<file path="src/rtl/split_ctrl.sv">
// -----------------------------------------------------------------------------
// split_ctrl
//   Sequencer for the split line buffer. Pulls one BURST_LENGTH-word burst from
//   the DMA read stream into split, then drains it with READS_PER_BURST read
//   strobes paced by PE back-pressure. Repeats for the latched number of bursts
//   per job. split dout/valid go straight to the PE array; this block only
//   drives split's control pins.
//
//   Optional feature: define SPLIT_CTRL_PERF_EN to add o_stall_cnt, a
//   saturating count of busy cycles lost to split-full or PE back-pressure.
//
// Ports
//   i_clk           clock, rising edge
//   i_rst           asynchronous active-high reset
//   i_start         job start pulse, sampled only while idle
//   i_cfg_bursts    bursts in the job, latched on accepted start
//   o_busy          high from the cycle after accepted start until done
//   o_done          one-cycle pulse at job end
//   i_dma_valid     DMA word valid
//   i_dma_data      DMA word
//   o_dma_ready     controller accepts i_dma_data this cycle
//   o_split_wen     split write enable
//   o_split_din     split write data (zero when not writing)
//   o_split_ren     split read enable
//   i_split_full    split full flag
//   i_split_empty   split empty flag
//   i_pe_ready      PE array can take a split output this cycle
//   o_stall_cnt     (SPLIT_CTRL_PERF_EN only) stall cycle counter
// -----------------------------------------------------------------------------
module split_ctrl #(
    parameter int unsigned DATA_WIDTH      = 32,
    parameter int unsigned BURST_LENGTH    = 32,
    parameter int unsigned KERNEL_LENGTH   = 3,
    parameter int unsigned READS_PER_BURST = BURST_LENGTH - KERNEL_LENGTH + 1,
    parameter int unsigned CNT_WIDTH       = 16
) (
    input  logic                  i_clk,
    input  logic                  i_rst,
    input  logic                  i_start,
    input  logic [CNT_WIDTH-1:0]  i_cfg_bursts,
    output logic                  o_busy,
    output logic                  o_done,
    input  logic                  i_dma_valid,
    input  logic [DATA_WIDTH-1:0] i_dma_data,
    output logic                  o_dma_ready,
    output logic                  o_split_wen,
    output logic [DATA_WIDTH-1:0] o_split_din,
    output logic                  o_split_ren,
    input  logic                  i_split_full,
    input  logic                  i_split_empty,
    input  logic                  i_pe_ready
`ifdef SPLIT_CTRL_PERF_EN
    ,
    output logic [31:0]           o_stall_cnt
`endif
);

    localparam int unsigned WC_W = (BURST_LENGTH > 1) ? $clog2(BURST_LENGTH) : 1;
    localparam int unsigned RC_W = (READS_PER_BURST > 1) ? $clog2(READS_PER_BURST) : 1;
    localparam logic [WC_W-1:0] LAST_WORD = WC_W'(BURST_LENGTH - 1);
    localparam logic [RC_W-1:0] LAST_READ = RC_W'(READS_PER_BURST - 1);

    typedef enum logic [1:0] {StIdle, StFill, StDrain, StDone} state_t;

    state_t               r_state;
    logic [WC_W-1:0]      r_word_cnt;
    logic [RC_W-1:0]      r_rd_cnt;
    logic [CNT_WIDTH-1:0] r_burst_cnt;
    logic [CNT_WIDTH-1:0] r_bursts;
    logic                 r_busy;
    logic                 r_done;

    logic w_fill;
    logic w_drain;
    logic w_accept;
    logic w_wen;
    logic w_ren;
    logic w_last_burst;

    // Strobes are combinational so a word moves in the same cycle it is offered.
    assign w_fill       = (r_state == StFill);
    assign w_drain      = (r_state == StDrain);
    assign w_accept     = (r_state == StIdle) && i_start;
    assign o_dma_ready  = w_fill && !i_split_full;
    assign w_wen        = o_dma_ready && i_dma_valid;
    assign w_ren        = w_drain && i_pe_ready && !i_split_empty;
    assign w_last_burst = (r_burst_cnt == (r_bursts - CNT_WIDTH'(1)));

    assign o_split_wen = w_wen;
    assign o_split_din = w_wen ? i_dma_data : '0;
    assign o_split_ren = w_ren;
    assign o_busy      = r_busy;
    assign o_done      = r_done;

    always_ff @(posedge i_clk or posedge i_rst) begin
        if (i_rst) begin
            r_state     <= StIdle;
            r_word_cnt  <= '0;
            r_rd_cnt    <= '0;
            r_burst_cnt <= '0;
            r_bursts    <= '0;
            r_busy      <= 1'b0;
            r_done      <= 1'b0;
        end else begin
            r_done <= 1'b0;
            unique case (r_state)
                StIdle: begin
                    if (i_start) begin
                        r_busy <= 1'b1;
                        if (i_cfg_bursts != '0) begin
                            r_bursts    <= i_cfg_bursts;
                            r_word_cnt  <= '0;
                            r_rd_cnt    <= '0;
                            r_burst_cnt <= '0;
                            r_state     <= StFill;
                        end else begin
                            // Empty job: report completion without touching DMA or split.
                            r_done  <= 1'b1;
                            r_state <= StDone;
                        end
                    end
                end
                StFill: begin
                    if (w_wen) begin
                        if (r_word_cnt == LAST_WORD) begin
                            r_word_cnt <= '0;
                            r_state    <= StDrain;
                        end else begin
                            r_word_cnt <= r_word_cnt + WC_W'(1);
                        end
                    end
                end
                StDrain: begin
                    if (w_ren) begin
                        if (r_rd_cnt == LAST_READ) begin
                            r_rd_cnt    <= '0;
                            r_burst_cnt <= r_burst_cnt + CNT_WIDTH'(1);
                            if (w_last_burst) begin
                                r_done  <= 1'b1;
                                r_state <= StDone;
                            end else begin
                                r_state <= StFill;
                            end
                        end else begin
                            r_rd_cnt <= r_rd_cnt + RC_W'(1);
                        end
                    end
                end
                StDone: begin
                    r_busy  <= 1'b0;
                    r_state <= StIdle;
                end
                default: begin
                    r_busy  <= 1'b0;
                    r_state <= StIdle;
                end
            endcase
        end
    end

`ifdef SPLIT_CTRL_PERF_EN
    logic [31:0] r_stall_cnt;
    logic        w_stall;

    assign w_stall     = r_busy && ((w_fill && i_dma_valid && i_split_full) ||
                                    (w_drain && !i_pe_ready));
    assign o_stall_cnt = r_stall_cnt;

    always_ff @(posedge i_clk or posedge i_rst) begin
        if (i_rst) begin
            r_stall_cnt <= '0;
        end else if (w_accept) begin
            r_stall_cnt <= '0;
        end else if (w_stall && (r_stall_cnt != 32'hFFFF_FFFF)) begin
            r_stall_cnt <= r_stall_cnt + 32'd1;
        end
    end
`else
    logic w_unused;
    assign w_unused = w_accept;
`endif

endmodule

</file>
<file path="config.mk">
export PLATFORM = sky130hd
export DESIGN_NAME = split_ctrl
export DESIGN_NICKNAME = d
export VERILOG_FILES = /design/src/rtl/split_ctrl.sv
export SDC_FILE = /design/constraint.sdc
export NUM_CORES = 1
export LEC_CHECK = 0
export BUFFER_PORTS_ARGS = -buffer_cell sky130_fd_sc_hd__buf_4
export CAP_MARGIN = 20
export CORE_MARGIN = 2
export CORE_UTILIZATION = 30
export DETAILED_ROUTE_END_ITERATION = 10
export PLACE_DENSITY_LB_ADDON = 0.25
export SYNTH_ARGS = -nofsm -noshare
export SYNTH_HDL_FRONTEND = slang
export SYNTH_SLANG_ARGS = --single-unit
</file>
<file path="constraint.sdc">
create_clock -name i_clk -period 7.5 [get_ports i_clk]
set_clock_uncertainty 0.1 [all_clocks]
set_input_delay 0.75 -clock i_clk [delete_from_list [all_inputs] [get_ports i_clk]]
set_output_delay 0.75 -clock i_clk [all_outputs]
set_load 0.005 [all_outputs]
</file>
==> flow_summary.ini <==
[status]
status = complete, no violations

[power_and_ir_drop]
vdd_drop_max_mv = 0.0961
powerDensity_mw_per_mm2 = 181
switching_share_pct = 33.6
p_comb_share_pct = 30.4
seqPwrFrac_pct = 48.2
power_switching_mw = 0.237
p_leak_nw = 1.80
p_int_mw = 0.468
power_frac_clock_pct = 21.4

[detailed_routing]
drt_iter0_markers = 128
wl_met3_um = 370
wl_met1_um = 3640
met2_length_um = 3810
routed.top_layer = met4
wl_um = 7830
drt_first_pass_iters = 4
antenna_left = 0
drcViolationCount = 0
wl_per_cell_um = 14.3
dr_total_vias = 2608
routed_via_density = 4.78

[placement]
place.gp.congestion = 0.800
io_buffers = 91
dp_hpwl_um = 5920
dp.cells = 538
dpl_cell_area_mm2 = 0.00380

[timing]
report.final.slew_viol_count = 0
setup_tns_ns = 0
period_minus_slack_ns = 2.81
setup_violations = 0
worst-slew-pin-transition_ns = 0.805
fmax_mhz = 355
rsz0062_at_grt = false
hold_viol = 0
final.period_utilization_pct = 37.5
whs_ns = 0.238
relSlewSlack_pct = 46.3

[job]
max_cap_viol_count = 0

[yosys]
synth.area.top_cells = dfrtp_1, and2_1, xor2_1, mux2_2, xnor2_1
synth_top_area_share_pct = 38.3
ys.flop_type = dfrtp_1
ys_types = 51
ys_top_cells_by_count = dfrtp_1, and2_1, nor2_1
synth.most_common_cell = dfrtp_1
ys_seq_area_share_pct = 38.3
yosys_warnings = 0
syn_area_mm2 = 0.00301
synth_edf_count = 0
yosysTopAreaCell = dfrtp_1
synth-seq-cells = 46
synth.avg_cell_area_um2 = 9.22
synthArstFlopShare_pct = 100
synth_nets = 387
synthCells = 326

[grt]
grt_pass1_wl_um = 12800
antenna_found_initial = 0
grt_max_degree = 47
grt_pass1_vias = 2517
grt_usage_pct = 14.2
overflow = 0

[worst_setup_path]
start_kind = flop
crit_arrival_ns = 2.90
worst-endpoint-required_ns = 7.59
worstSetupPathType = flop to flop
path_max_fanout = 9
critPathCaptureType = flop

[floorplanning]
pin_count = 92
dieArea_mm2 = 0.0108
die_h_um = 104
start_util_pct = 30.9
rows = 36
die_x_um = 104
coreArea_mm2 = 0.00973

[min_path]
hold_path_class = input port to asynchronous set/reset pin

[clocking]
cts-root-buf = clkbuf_8
clkSinkCount = 46
htreeDepth = 2
ctsResizeCount = 0
cts_made_buffers = 5
clk_latency_ns = 0.30
cts_tree = built
ctsHoldBuffers = 0
path_clk_slew_ns = 0.09
cts_setup_buffers = 0
clk_path_buf_depth = 2

[finish]
syn2layout_area_growth_pct = 29.7
n_antenna_cell = 0
fin_util_pct = 40.1
final_cell_area_mm2 = 0.00390
nets = 474
stdcell_count = 546
layout-drive-gt1-share_pct = 30.3
==> registers in the layout, indices dropped and copies added, names as in the netlist <==
register and flops:
o_done 1, o_busy 1, r_word_cnt 5, r_rd_cnt 5
r_bursts 16, r_burst_cnt 16, r_state 2
==> through the flow <==
stage / setup WS, ns / power (mW)
floorplan: 4.90 / 0.488
global placement: 4.46 / 0.554
detailed placement: 4.40 / 0.559
CTS: 4.64 / 0.710
global route: 4.43 / 0.757
finish: 4.69 / 0.705
==> path summary, 6_finish.rpt <==
| check | depth (start not counted) | slack, ns | endpoint | start |
|---|---|---|---|---|
| worst max register to register | 6 | 4.69 | o_done | r_state[1] |
| worst min register to register | 2 | 0.41 | r_word_cnt[4] | r_word_cnt[4] |
| worst min-delay path | 2 | 0.24 | r_word_cnt[1] | i_rst |
| min in group i_clk | 2 | 0.41 | r_word_cnt[4] | r_word_cnt[4] |
| max in group asynchronous | 3 | 6.57 | r_bursts[13] | i_rst |
| worst max-delay path | 6 | 4.69 | o_done | r_state[1] |
==> power groups by stage <==
stage,clock (mW),sequential (mW),combinational (mW)
after floorplan,0,0.322,0.166
after global placement,0,0.343,0.211
after detailed placement,0,0.344,0.214
after CTS,0.154,0.339,0.216
after global routing,0.168,0.346,0.244
final,0.151,0.340,0.214
==> cell type report <==
class	count	area (µm²)
well taps	133	166
fillers	999	5830
clock buffers	6	72.6
clock inverters	1	7.51
multi-input cells	256	1750
flip-flops and latches	46	1150
inverters	10	37.5
repair buffers	94	718
==> worst max-delay path, cell delays in order, from the launching register on <==
cell and delay [ns]:
dfrtp_1 0.49, nor2b_1 0.57, nand3_1 0.18, or4_1 0.59, a2111oi_2 0.25, nand4_1 0.23, o32ai_2 0.30
==> cell families after synthesis <==
group,count (synthesis),share of synthesized area (%)
adder cells (fa/ha/maj),6,2.50
AO/OA/AOI/OAI,48,10.8
buffers and inverters,24,3.75
AND/OR/NAND/NOR,152,28.5
XOR/XNOR,34,10.4
multiplexers,16,5.87
flip-flops,46,38.3
==> placed cells by master (no fill, tap or decap), types with 6 or more instances in the layout <==
cell type / synthesis / final
inv_1: 10 / 9
nand2b_1: 6 / 6
nor3_1: 6 / 6
nor4_1: 6 / 6
xnor2_1: 13 / 13
buf_4: 0 / 93
and3_1: 7 / 7
a21oi_1: 8 / 8
nand2_1: 20 / 20
ha_1: 6 / 6
and2_1: 33 / 33
dfrtp_1: 46 / 46
o21ai_0: 17 / 17
nand3_1: 8 / 8
nand4_1: 13 / 13
mux2_2: 13 / 13
xor2_1: 20 / 20
nor2_1: 29 / 28
or3_1: 6 / 6
==> per-layer routing <==
layer  up-vias  track usage (%)
met5         -                0
met1      1225             19.4
met3         2             2.63
li1       1316                -
met4         0             1.16
met2        65             24.4
(Power assumes the default switching activity.)
